File: src/rtl/lcd_pkg.sv
// Shared definitions for the LCD test-pattern generator: panel size, RGB565 type,
// colour constants and the per-axis box stepping helpers (LCD_BOX_BOUNCE_EN selects the bounce helper).
package lcd_pkg;

  localparam int LCD_H_ACTIVE = 480;
  localparam int LCD_V_ACTIVE = 272;

  typedef struct packed {
    logic [4:0] r;
    logic [5:0] g;
    logic [4:0] b;
  } rgb565_t;

  localparam rgb565_t LCD_RGB_RED   = 16'hF800;
  localparam rgb565_t LCD_RGB_BLUE  = 16'h001F;
  localparam rgb565_t LCD_RGB_BLACK = 16'h0000;

  typedef enum logic {
    DIR_POS = 1'b0,
    DIR_NEG = 1'b1
  } dir_e;

  typedef struct packed {
    dir_e       dir;
    logic [9:0] pos;
  } axis_t;

  // Wrapping mode: jump back to 0 once a step would pass the limit.
  function automatic logic [9:0] wrap_step(input logic [9:0] pos, input logic [9:0] max,
                                           input logic [9:0] step);
    logic [10:0] sum;
    sum = {1'b0, pos} + {1'b0, step};
    return (sum > {1'b0, max}) ? 10'd0 : sum[9:0];
  endfunction

  // Bounce mode: land exactly on the edge and reverse in the same update.
  function automatic axis_t bounce_step(input dir_e dir, input logic [9:0] pos,
                                        input logic [9:0] max, input logic [9:0] step);
    axis_t       res;
    logic [10:0] sum;
    sum = {1'b0, pos} + {1'b0, step};
    res.dir = dir;
    res.pos = pos;
    if (dir == DIR_POS) begin
      if (sum >= {1'b0, max}) begin
        res.pos = max;
        res.dir = DIR_NEG;
      end else begin
        res.pos = sum[9:0];
      end
    end else begin
      if (pos <= step) begin
        res.pos = 10'd0;
        res.dir = DIR_POS;
      end else begin
        res.pos = pos - step;
      end
    end
    return res;
  endfunction

endpackage

File: src/rtl/lcd_box_mover.sv
// Box position state, advanced once per frame tick.
// LCD_BOX_BOUNCE_EN: bounce off the edges; otherwise wrap to 0 past the right/bottom limit.
module lcd_box_mover
  import lcd_pkg::*;
#(
  parameter int H_ACTIVE = LCD_H_ACTIVE,
  parameter int V_ACTIVE = LCD_V_ACTIVE,
  parameter int BOX_SIZE = 32,
  parameter int BOX_STEP = 1
) (
  input  logic       i_clk,
  input  logic       i_rst_n,
  input  logic       i_tick,
  output logic [9:0] o_box_x,
  output logic [9:0] o_box_y
);

  localparam logic [9:0] X_MAX = 10'(H_ACTIVE - BOX_SIZE);
  localparam logic [9:0] Y_MAX = 10'(V_ACTIVE - BOX_SIZE);
  localparam logic [9:0] STEP  = 10'(BOX_STEP);

  logic [9:0] r_box_x;
  logic [9:0] r_box_y;

`ifdef LCD_BOX_BOUNCE_EN
  dir_e  r_dir_x;
  dir_e  r_dir_y;
  axis_t w_next_x;
  axis_t w_next_y;

  always_comb begin
    w_next_x = bounce_step(r_dir_x, r_box_x, X_MAX, STEP);
    w_next_y = bounce_step(r_dir_y, r_box_y, Y_MAX, STEP);
  end

  always_ff @(posedge i_clk or negedge i_rst_n) begin
    if (!i_rst_n) begin
      r_box_x <= '0;
      r_box_y <= '0;
      r_dir_x <= DIR_POS;
      r_dir_y <= DIR_POS;
    end else if (i_tick) begin
      r_box_x <= w_next_x.pos;
      r_box_y <= w_next_y.pos;
      r_dir_x <= w_next_x.dir;
      r_dir_y <= w_next_y.dir;
    end
  end
`else
  always_ff @(posedge i_clk or negedge i_rst_n) begin
    if (!i_rst_n) begin
      r_box_x <= '0;
      r_box_y <= '0;
    end else if (i_tick) begin
      r_box_x <= wrap_step(r_box_x, X_MAX, STEP);
      r_box_y <= wrap_step(r_box_y, Y_MAX, STEP);
    end
  end
`endif

  assign o_box_x = r_box_x;
  assign o_box_y = r_box_y;

endmodule

File: src/rtl/lcd_pattern_gen.sv
// Moving-box test pattern for an RGB565 LCD, two-stage pipeline behind the timing generator.
// Define LCD_BOX_BOUNCE_EN for bouncing motion instead of wrap-around.
module lcd_pattern_gen
  import lcd_pkg::*;
#(
  parameter int      H_ACTIVE = LCD_H_ACTIVE,
  parameter int      V_ACTIVE = LCD_V_ACTIVE,
  parameter int      BOX_SIZE = 32,
  parameter int      BOX_STEP = 1,
  parameter rgb565_t BOX_RGB  = LCD_RGB_RED,
  parameter rgb565_t BG_RGB   = LCD_RGB_BLUE
) (
  input  logic       VGA_CLK,
  input  logic       RESETn,
  input  logic       HSYNC,
  input  logic       VSYNC,
  input  logic       DEN,
  input  logic [9:0] XPOS,
  input  logic [9:0] YPOS,
  output logic       LCD_HSYNC,
  output logic       LCD_VSYNC,
  output logic       LCD_DEN,
  output logic [4:0] LCD_R,
  output logic [5:0] LCD_G,
  output logic [4:0] LCD_B
);

  logic       r_hs1, r_vs1, r_den1;
  logic [9:0] r_x1, r_y1, r_bx1, r_by1;
  logic       r_hs2, r_vs2, r_den2;
  rgb565_t    r_rgb2;

  logic        w_tick;
  logic [9:0]  w_box_x, w_box_y;
  logic [10:0] w_x_end, w_y_end;
  logic        w_inside;

  assign w_tick = r_vs1 & ~VSYNC;

  lcd_box_mover #(
    .H_ACTIVE(H_ACTIVE),
    .V_ACTIVE(V_ACTIVE),
    .BOX_SIZE(BOX_SIZE),
    .BOX_STEP(BOX_STEP)
  ) u_mover (
    .i_clk  (VGA_CLK),
    .i_rst_n(RESETn),
    .i_tick (w_tick),
    .o_box_x(w_box_x),
    .o_box_y(w_box_y)
  );

  // The box position is snapshotted with the pixel so a same-cycle tick cannot recolour it.
  always_ff @(posedge VGA_CLK or negedge RESETn) begin
    if (!RESETn) begin
      r_hs1  <= 1'b1;
      r_vs1  <= 1'b0;
      r_den1 <= 1'b0;
      r_x1   <= '0;
      r_y1   <= '0;
      r_bx1  <= '0;
      r_by1  <= '0;
    end else begin
      r_hs1  <= HSYNC;
      r_vs1  <= VSYNC;
      r_den1 <= DEN;
      r_x1   <= XPOS;
      r_y1   <= YPOS;
      r_bx1  <= w_box_x;
      r_by1  <= w_box_y;
    end
  end

  assign w_x_end  = {1'b0, r_bx1} + 11'(BOX_SIZE);
  assign w_y_end  = {1'b0, r_by1} + 11'(BOX_SIZE);
  assign w_inside = ({1'b0, r_x1} >= {1'b0, r_bx1}) && ({1'b0, r_x1} < w_x_end) &&
                    ({1'b0, r_y1} >= {1'b0, r_by1}) && ({1'b0, r_y1} < w_y_end);

  always_ff @(posedge VGA_CLK or negedge RESETn) begin
    if (!RESETn) begin
      r_hs2  <= 1'b1;
      r_vs2  <= 1'b1;
      r_den2 <= 1'b0;
      r_rgb2 <= LCD_RGB_BLACK;
    end else begin
      r_hs2  <= r_hs1;
      r_vs2  <= r_vs1;
      r_den2 <= r_den1;
      r_rgb2 <= !r_den1 ? LCD_RGB_BLACK : (w_inside ? BOX_RGB : BG_RGB);
    end
  end

  assign LCD_HSYNC = r_hs2;
  assign LCD_VSYNC = r_vs2;
  assign LCD_DEN   = r_den2;
  assign LCD_R     = r_rgb2.r;
  assign LCD_G     = r_rgb2.g;
  assign LCD_B     = r_rgb2.b;

endmodule

File: config.mk
export PLATFORM = sky130hd
export DESIGN_NAME = lcd_pattern_gen
export DESIGN_NICKNAME = d
export VERILOG_FILES = /design/src/rtl/lcd_pkg.sv /design/src/rtl/lcd_box_mover.sv /design/src/rtl/lcd_pattern_gen.sv
export SDC_FILE = /design/constraint.sdc
export NUM_CORES = 1
export LEC_CHECK = 0
export ABC_AREA = 1
export CAP_MARGIN = 20
export CELL_PAD_IN_SITES_DETAIL_PLACEMENT = 0
export CELL_PAD_IN_SITES_GLOBAL_PLACEMENT = 1
export CORE_UTILIZATION = 44
export CTS_BUF_LIST = sky130_fd_sc_hd__clkbuf_4
export DETAILED_ROUTE_END_ITERATION = 10
export PLACE_DENSITY_LB_ADDON = 0.1
export SYNTH_ARGS = -nofsm -noshare
export SYNTH_HDL_FRONTEND = slang
export SYNTH_SLANG_ARGS = --single-unit
File: constraint.sdc
create_clock -name VGA_CLK -period 2.4 [get_ports VGA_CLK]
set_clock_uncertainty 0.15 [all_clocks]
set_input_delay 0.48 -clock VGA_CLK [delete_from_list [all_inputs] [get_ports VGA_CLK]]
set_output_delay 0.48 -clock VGA_CLK [all_outputs]
set_load 0.02 [all_outputs]
* After elaboration in Yosys (flattened, before gate mapping)
Index checks and enable logic that the tools add are counted.
** Cells by class
- Reductions and logical operators :: 3
- Mux-type cells :: 4
- Add/subtract/negate cells :: 4
- Bitwise operators :: 2
- Order comparisons :: 6
** Operator list (number)
- 16-bit two-way mux :: 2
- 10-bit by 1-bit adder with 11-bit output (second input constant) :: 2
- 10-bit by 6-bit adder with 11-bit output (second input constant) :: 2
- 10-bit by 11-bit < comparator with 1-bit output :: 2
- 10-bit >= comparator :: 2
- 10-bit two-way mux :: 2
- 11-bit by 8-bit > comparator with 1-bit output (second input constant) :: 1
- 11-bit by 9-bit > comparator with 1-bit output (second input constant) :: 1
- 1-bit logical AND :: 3
- 1-bit bitwise AND :: 1
- 1-bit inverter :: 1
** Storage, ports and cells
- Register bits after elaboration :: 82
- Input bits :: 25
- Logic and storage cells :: 34
- Output and inout port bits :: 19

* Depth between registers and ports, before layout
- Depth in word-level cells :: 7
- Mapped depth :: 13
- Gate-level depth less buffers :: 13

* Hierarchy
From an unflattened synthesis, not the netlist that was laid out.
** Unflattened totals
- Cells, all modules :: 419
- Area total of the unflattened synthesis :: 3639.7 um2
** Modules (own cells, without submodules)
- lcd_pattern_gen :: area an instance 2367.3 um2, times used 1, sequential area each 1204.9 um2, cells an instance 242
- lcd_box_mover :: area an instance 1272.5 um2, times used 1, sequential area each 500.5 um2, cells an instance 177

* Worst setup path after synthesis
No wires, ideal clock.
- Kind :: register to register
- Start :: register r_bx1[5]
- End :: register r_rgb2, in the netlist LCD_B[3]
- Setup slack :: 0.532 ns
- Path buffers :: 0
- Arrival time :: 1.602 ns
- Library setup time :: 0.116 ns
- Clock period less this slack :: 1.868 ns
- Cell stages (with the launch flop) :: 13
- Required time :: 2.134 ns
- Cell sequence :: dfrtp_1 -> ha_1 -> nand3_1 -> xor2_1 -> ha_1 -> nand2_1 -> inv_1 -> o21ai_0 -> nand2_1 -> inv_1 -> nand3_1 -> nor2_1 -> nor2_1
** Between the ends
- Longest elaborated chain between the ends :: 7
- Elaborated cells on any way between the ends :: 8
- Those cells by class :: add/sub (1); order compare (2); mux (2); reduce/logical (3)
** RTL lines
- from (decl) :: line lcd_pattern_gen.sv:29 : logic [9:0] r_x1, r_y1, r_bx1, r_by1;
- from (signal assigned) :: line lcd_pattern_gen.sv:69 : r_bx1 <= w_box_x;
- 10-bit by 6-bit adder with 11-bit output :: line lcd_pattern_gen.sv:74 : assign w_x_end = {1'b0, r_bx1} + 11'(BOX_SIZE);
- 10-bit by 11-bit < comparator with 1-bit output :: line lcd_pattern_gen.sv:76 : assign w_inside = ({1'b0, r_x1} >= {1'b0, r_bx1}) && ({1'b0, r_x1} < w_x_end) &&
- 1-bit logical AND * (2 in series) :: line lcd_pattern_gen.sv:76
- 1-bit logical AND * :: line lcd_pattern_gen.sv:77 : ({1'b0, r_y1} >= {1'b0, r_by1}) && ({1'b0, r_y1} < w_y_end);
- 16-bit two-way mux * (2 in series) :: line lcd_pattern_gen.sv:89 : r_rgb2 <= !r_den1 ? LCD_RGB_BLACK : (w_inside ? BOX_RGB : BG_RGB);
- to (signal assigned) :: line lcd_pattern_gen.sv:89
- to (decl) :: line lcd_pattern_gen.sv:31 : rgb565_t r_rgb2;
Mark *: on every way between the ends. The rest lies on a longest branch, timed or not.
A chain may end at the register's enable or synchronous reset.

* Worst setup path in the final report
- Start :: register r_vs2, in the netlist LCD_VSYNC
- End :: output port LCD_VSYNC
** RTL lines
- from (decl) :: line lcd_pattern_gen.sv:30 : logic r_hs2, r_vs2, r_den2;
- from (signal assigned) :: line lcd_pattern_gen.sv:87 : r_vs2 <= r_vs1;
- to (decl) :: line lcd_pattern_gen.sv:21 : output logic LCD_VSYNC,
No word-level cell between the ends.

==> out/results.md <==
| Step | Result | Value |
| --- | --- | --- |
| clock tree | Clk_lat worst skew | 410 ps |
| routing | Vias | 2612 |
| floorplanning | FP Rows | 33 |
| synth | Compound-cell area share of the yosys netlist | 3.08% |
| cells and area | Count of inserted antenna diode cells | 0 |
| setup path | Depth of the worst register-to-register path | 12 |
| placed design | Number of instances in the placed design | 557 |
| synth | Cell taking the most area after synthesis | dfrtp_1 |
| floorplanning | Full die area | 8770 um2 |
| sta | Slew of the pin with the lowest slew margin | 597 ps |
| synth | Adder-cell share of the synthesized area | 12.2% |
| sta | Fmax | 461 MHz |
| setup path | Data arrival time of the worst path | 1540 ps |
| grt | Total global-route track usage | 16.9% |
| floorplanning | Effective utilization at floorplan | 45.2% |
| floorplanning | Num ports | 44 |
| routing | WL final | 6470 um |
| clock tree | # clock sinks | 68 |
| setup path | Reg2Reg Capture Point | LCD_B[3] |
| routing | Mean routed wirelength per cell | 11.3 um |
| synth | Largest family of logic cells by synthesized area | simple AND/OR/NAND/NOR gates |
| routing | Antenna viol nets, final | 0 |
| cells and area | Area occupied by multi-input gates | 1640 um2 |
| floorplanning | Die width | 93.7 um |
| setup path | Critical Setup Path Class | reg -> out |
| hold path | Worst Hold Launch | r_hs1 |
| setup path | Setup slack of the worst register-to-register path | 420 ps |
| setup path | Largest delay contributor family on the critical path | buffers and inverters |
| sta | Max Slew Vio Count | 0 |
| cells and area | Final std cells w/o fill | 574 |
| synth | Cell types with the largest area share after synthesis | dfrtp_1, ha_1, nand2_1 |
| setup path | Library cell contributing the largest single delay on the critical path | clkdlybuf4s50_1 |
| hold path | Sink of the worst hold path | LCD_HSYNC |
| clock tree | H-tree level count | 3 |
| sta | Aggregate negative setup slack | 0 ps |
| synth | Share of the synthesized area in the top cell type | 44.0% |
| setup path | Worst endpoint required time | 1770 ps |
| placed design | Final HPWL from detailed placement | 4900 um |
| hold path | Kind of path behind the tightest hold check | reg -> reg |
| cells and area | Count of filler cells inserted in the layout | 770 |
| floorplanning | Core Box Area | 8180 um2 |
| synth | Xor and xnor fraction of the mapped netlist area | 3.08% |
| placed design | Routability cong. | 0.809 |
| cells and area | Layout overhead on the synthesized area | 17.2% |
| synth | Distinct cells, synth | 35 |
| sta | RSZ-0062 raised after global routing | false |
| setup path | Startpoint of the worst-slack reg-to-reg timing path | r_bx1[5] |
| synth | Area of the mapped netlist | 3700 um2 |
| power | Peak ir drop on the vdd network | 0.299 mV |
| routing | Routed via count divided by cell count | 4.55 |
| setup path | Biggest cell delay along the critical path | 600 ps |
| grt | Wire length of the first global-routing pass | 11300 um |
| setup path | Count of buffering cells on the critical path with inverters included | 1 |
| cells and area | Layout cell share with drive strength beyond 1 | 9.59% |
| cells and area | Footprint of the flip-flops and latches | 1710 um2 |
| synth | Number of warnings issued by yosys | 0 |
| hold path | Cell depth of the worst min-delay path | 0 |
| outcome | Result of the run | complete, no violations |
| sta | Final Hold Viols | 0 |
| grt | Vias in the first global route | 2386 |
| routing | Pre-antenna DRT Iters | 5 |
| sta | Worst rel slew slack | 60.2% |
| setup path | Ordered cell list for the critical path | clkdlybuf4s50_1 |
| clock tree | Register clock-pin slew on the reported worst setup and hold paths | 110 ps |
| setup path | Startpoint kind of the worst setup timing path | flip-flop |
| grt | Initial antenna violation count | 0 |
| sta | Total setup violations reported at the end of the flow | 0 |
| routing | Final routed DRC violation total | 0 |
| job | Max Cap Violations | 0 |
| grt | Remaining Overflow, GRT | 0 |
| cells and area | Final Net Count | 525 |
| grt | Pin count of the biggest net entering global routing | 35 |
| placed design | PortBufs | 37 |
| clock tree | CTS tree | built |
| floorplanning | Die Ht | 93.7 um |
| clock tree | Total CTS buffers | 9 |
| setup path | Kind of capture point of the worst setup path | output pin |
| clock tree | Root Driver | clkbuf_4 |
| sta | Shortest period the worst path allows | 2170 ps |
| setup path | Maximum fanout count along the critical path | 1 |
| synth | Sequential element share of the synthesized area | 46.1% |
| synth | Number of flip-flops and latches in the synthesized netlist | 68 |
| synth | Area share of and/or/nand/nor cells after synthesis | 25.3% |
| sta | Final cycle utilization of the critical path | 90.5% |
| routing | Iteration-0 DRC count of the detailed router | 78 |
| synth | Proportion of synthesized area in mux cells | 0% |
| power | Leakage power figure | 2.14 nW |
| power | Power Dens Cells | 706 nW/um2 |
| synth | Number of standard cells after synthesis | 425 |
| synth | Average size of a mapped cell | 8.70 um2 |
| clock tree | Maximum count of clock buffers along a single path | 2 |
cell usage after synthesis (all sizes together):
| master | n |
|---|---|
| o21bai | 1 |
| inv | 64 |
| ha | 36 |
| nand3 | 26 |
| o21ai | 6 |
| a21o | 2 |
| conb | 1 |
| o21a | 1 |
| nand4 | 12 |
| dlygate4sd1 | 1 |
| nand3b | 4 |
| dlymetal6s2s | 1 |
| clkbuf | 1 |
| xor2 | 10 |
| dfstp | 3 |
| nor2 | 50 |
| clkinv | 1 |
| nor3 | 4 |
| buf | 14 |
| nand2 | 108 |
| xnor2 | 3 |
| and3 | 1 |
| a21oi | 10 |
| dfrtp | 65 |
through the flow:
step | power [W] | hold slack [ps] | util [%] | cell area [um2] | setup WS [ps]
2_1_floorplan | 0.00184 | 34.4 | - | 3710 | 532
4_1_cts | 0.00311 | 219 | 53.0 | 4330 | 189
3_3_place_gp | 0.00202 | 200 | 50.3 | 4110 | 390
6_report | 0.00306 | 215 | 53.0 | 4330 | 229
5_1_grt | 0.00327 | 225 | 53.0 | 4330 | 170
3_5_place_dp | 0.00202 | 206 | 50.3 | 4110 | 342
flip-flops by register name, indices dropped and copies added (netlist names):
name	count
r_bx1	10
r_by1	10
r_x1	10
r_y1	10
u_mover.o_box_x	10
u_mover.o_box_y	10
LCD_B	1
LCD_DEN	1
LCD_HSYNC	1
LCD_R	1
LCD_VSYNC	1
r_den1	1
r_hs1	1
r_vs1	1
routing by layer:
metal / up-vias / track usage [%] / wire, um
met2: 43 / 23.7 / 2610
li1: 1398 / - / -
met4: 0 / 7.31 / 103
met1: 1162 / 25.0 / 3540
met5: - / 0 / 0
met3: 9 / 3.72 / 213
final cells by class:
| cell class | count | share of cell area (%) |
|---|---|---|
| inverters | 65 | 5.63 |
| clock inverters | 6 | 3.15 |
| repair buffers | 40 | 9.30 |
| clock buffers | 10 | 1.73 |
| well taps | 105 | 3.03 |
| multi-input cells | 280 | 37.8 |
| flip-flops and latches | 68 | 39.4 |
report_power, final:
part,internal (W),switching [W],total [W]
sequential,0.00128,0.000117,0.00140
clock,0.000646,0.000420,0.00107
combinational,0.000264,0.000331,0.000595
total,0.00219,0.000868,0.00306
cell usage in the layout, fill, tap and decap left out, types with 2 or more instances in the layout:
cell             count
inv_2                5
dfrtp_1             65
xnor2_1              3
a21oi_1             10
dfstp_2              3
nand2_2              7
clkbuf_4            10
nand2_1            101
xor2_1              10
a21o_1               2
inv_1               59
nand3_1             25
nor3_1               2
ha_1                36
conb_1               6
nand4_1             12
nand3b_1             2
o21ai_0              3
clkdlybuf4s50_1     36
nor3_2               2
o21ai_1              2
bufinv_16            4
nor2_2               3
nor2_1              45
worst max path at each step:
stage                     startpoint                 end  slack, ps  cells past startpoint
after global placement         VSYNC  u_mover.o_box_x[6]        390                      6
after floorplan             r_bx1[5]            LCD_B[3]        530                     12
after global routing       LCD_VSYNC           LCD_VSYNC        170                      1
after CTS                  LCD_VSYNC           LCD_VSYNC        190                      1
after detailed placement       VSYNC  u_mover.o_box_x[6]        340                      6
final                      LCD_VSYNC           LCD_VSYNC        230                      1
cell families after synthesis:
| logic type | after synthesis |
|---|---|
| XOR/XNOR | 13 |
| buffers and inverters | 82 |
| adder cells (fa/ha/maj) | 36 |
| flip-flops | 68 |
| AO/OA/AOI/OAI | 20 |
| AND/OR/NAND/NOR | 205 |
| other | 1 |
repair_timing:
| action | 4_1_cts | 5_1_grt |
|---|---|---|
| endpoints found under the hold margin | 24 | 0 |
| resized for setup | 0 | 0 |
| buffers inserted | 0 | 0 |
| endpoints found under the setup margin | 0 | 0 |
| hold buffers | 1 | 0 |
Note: power is estimated with default switching activity, not from simulation.
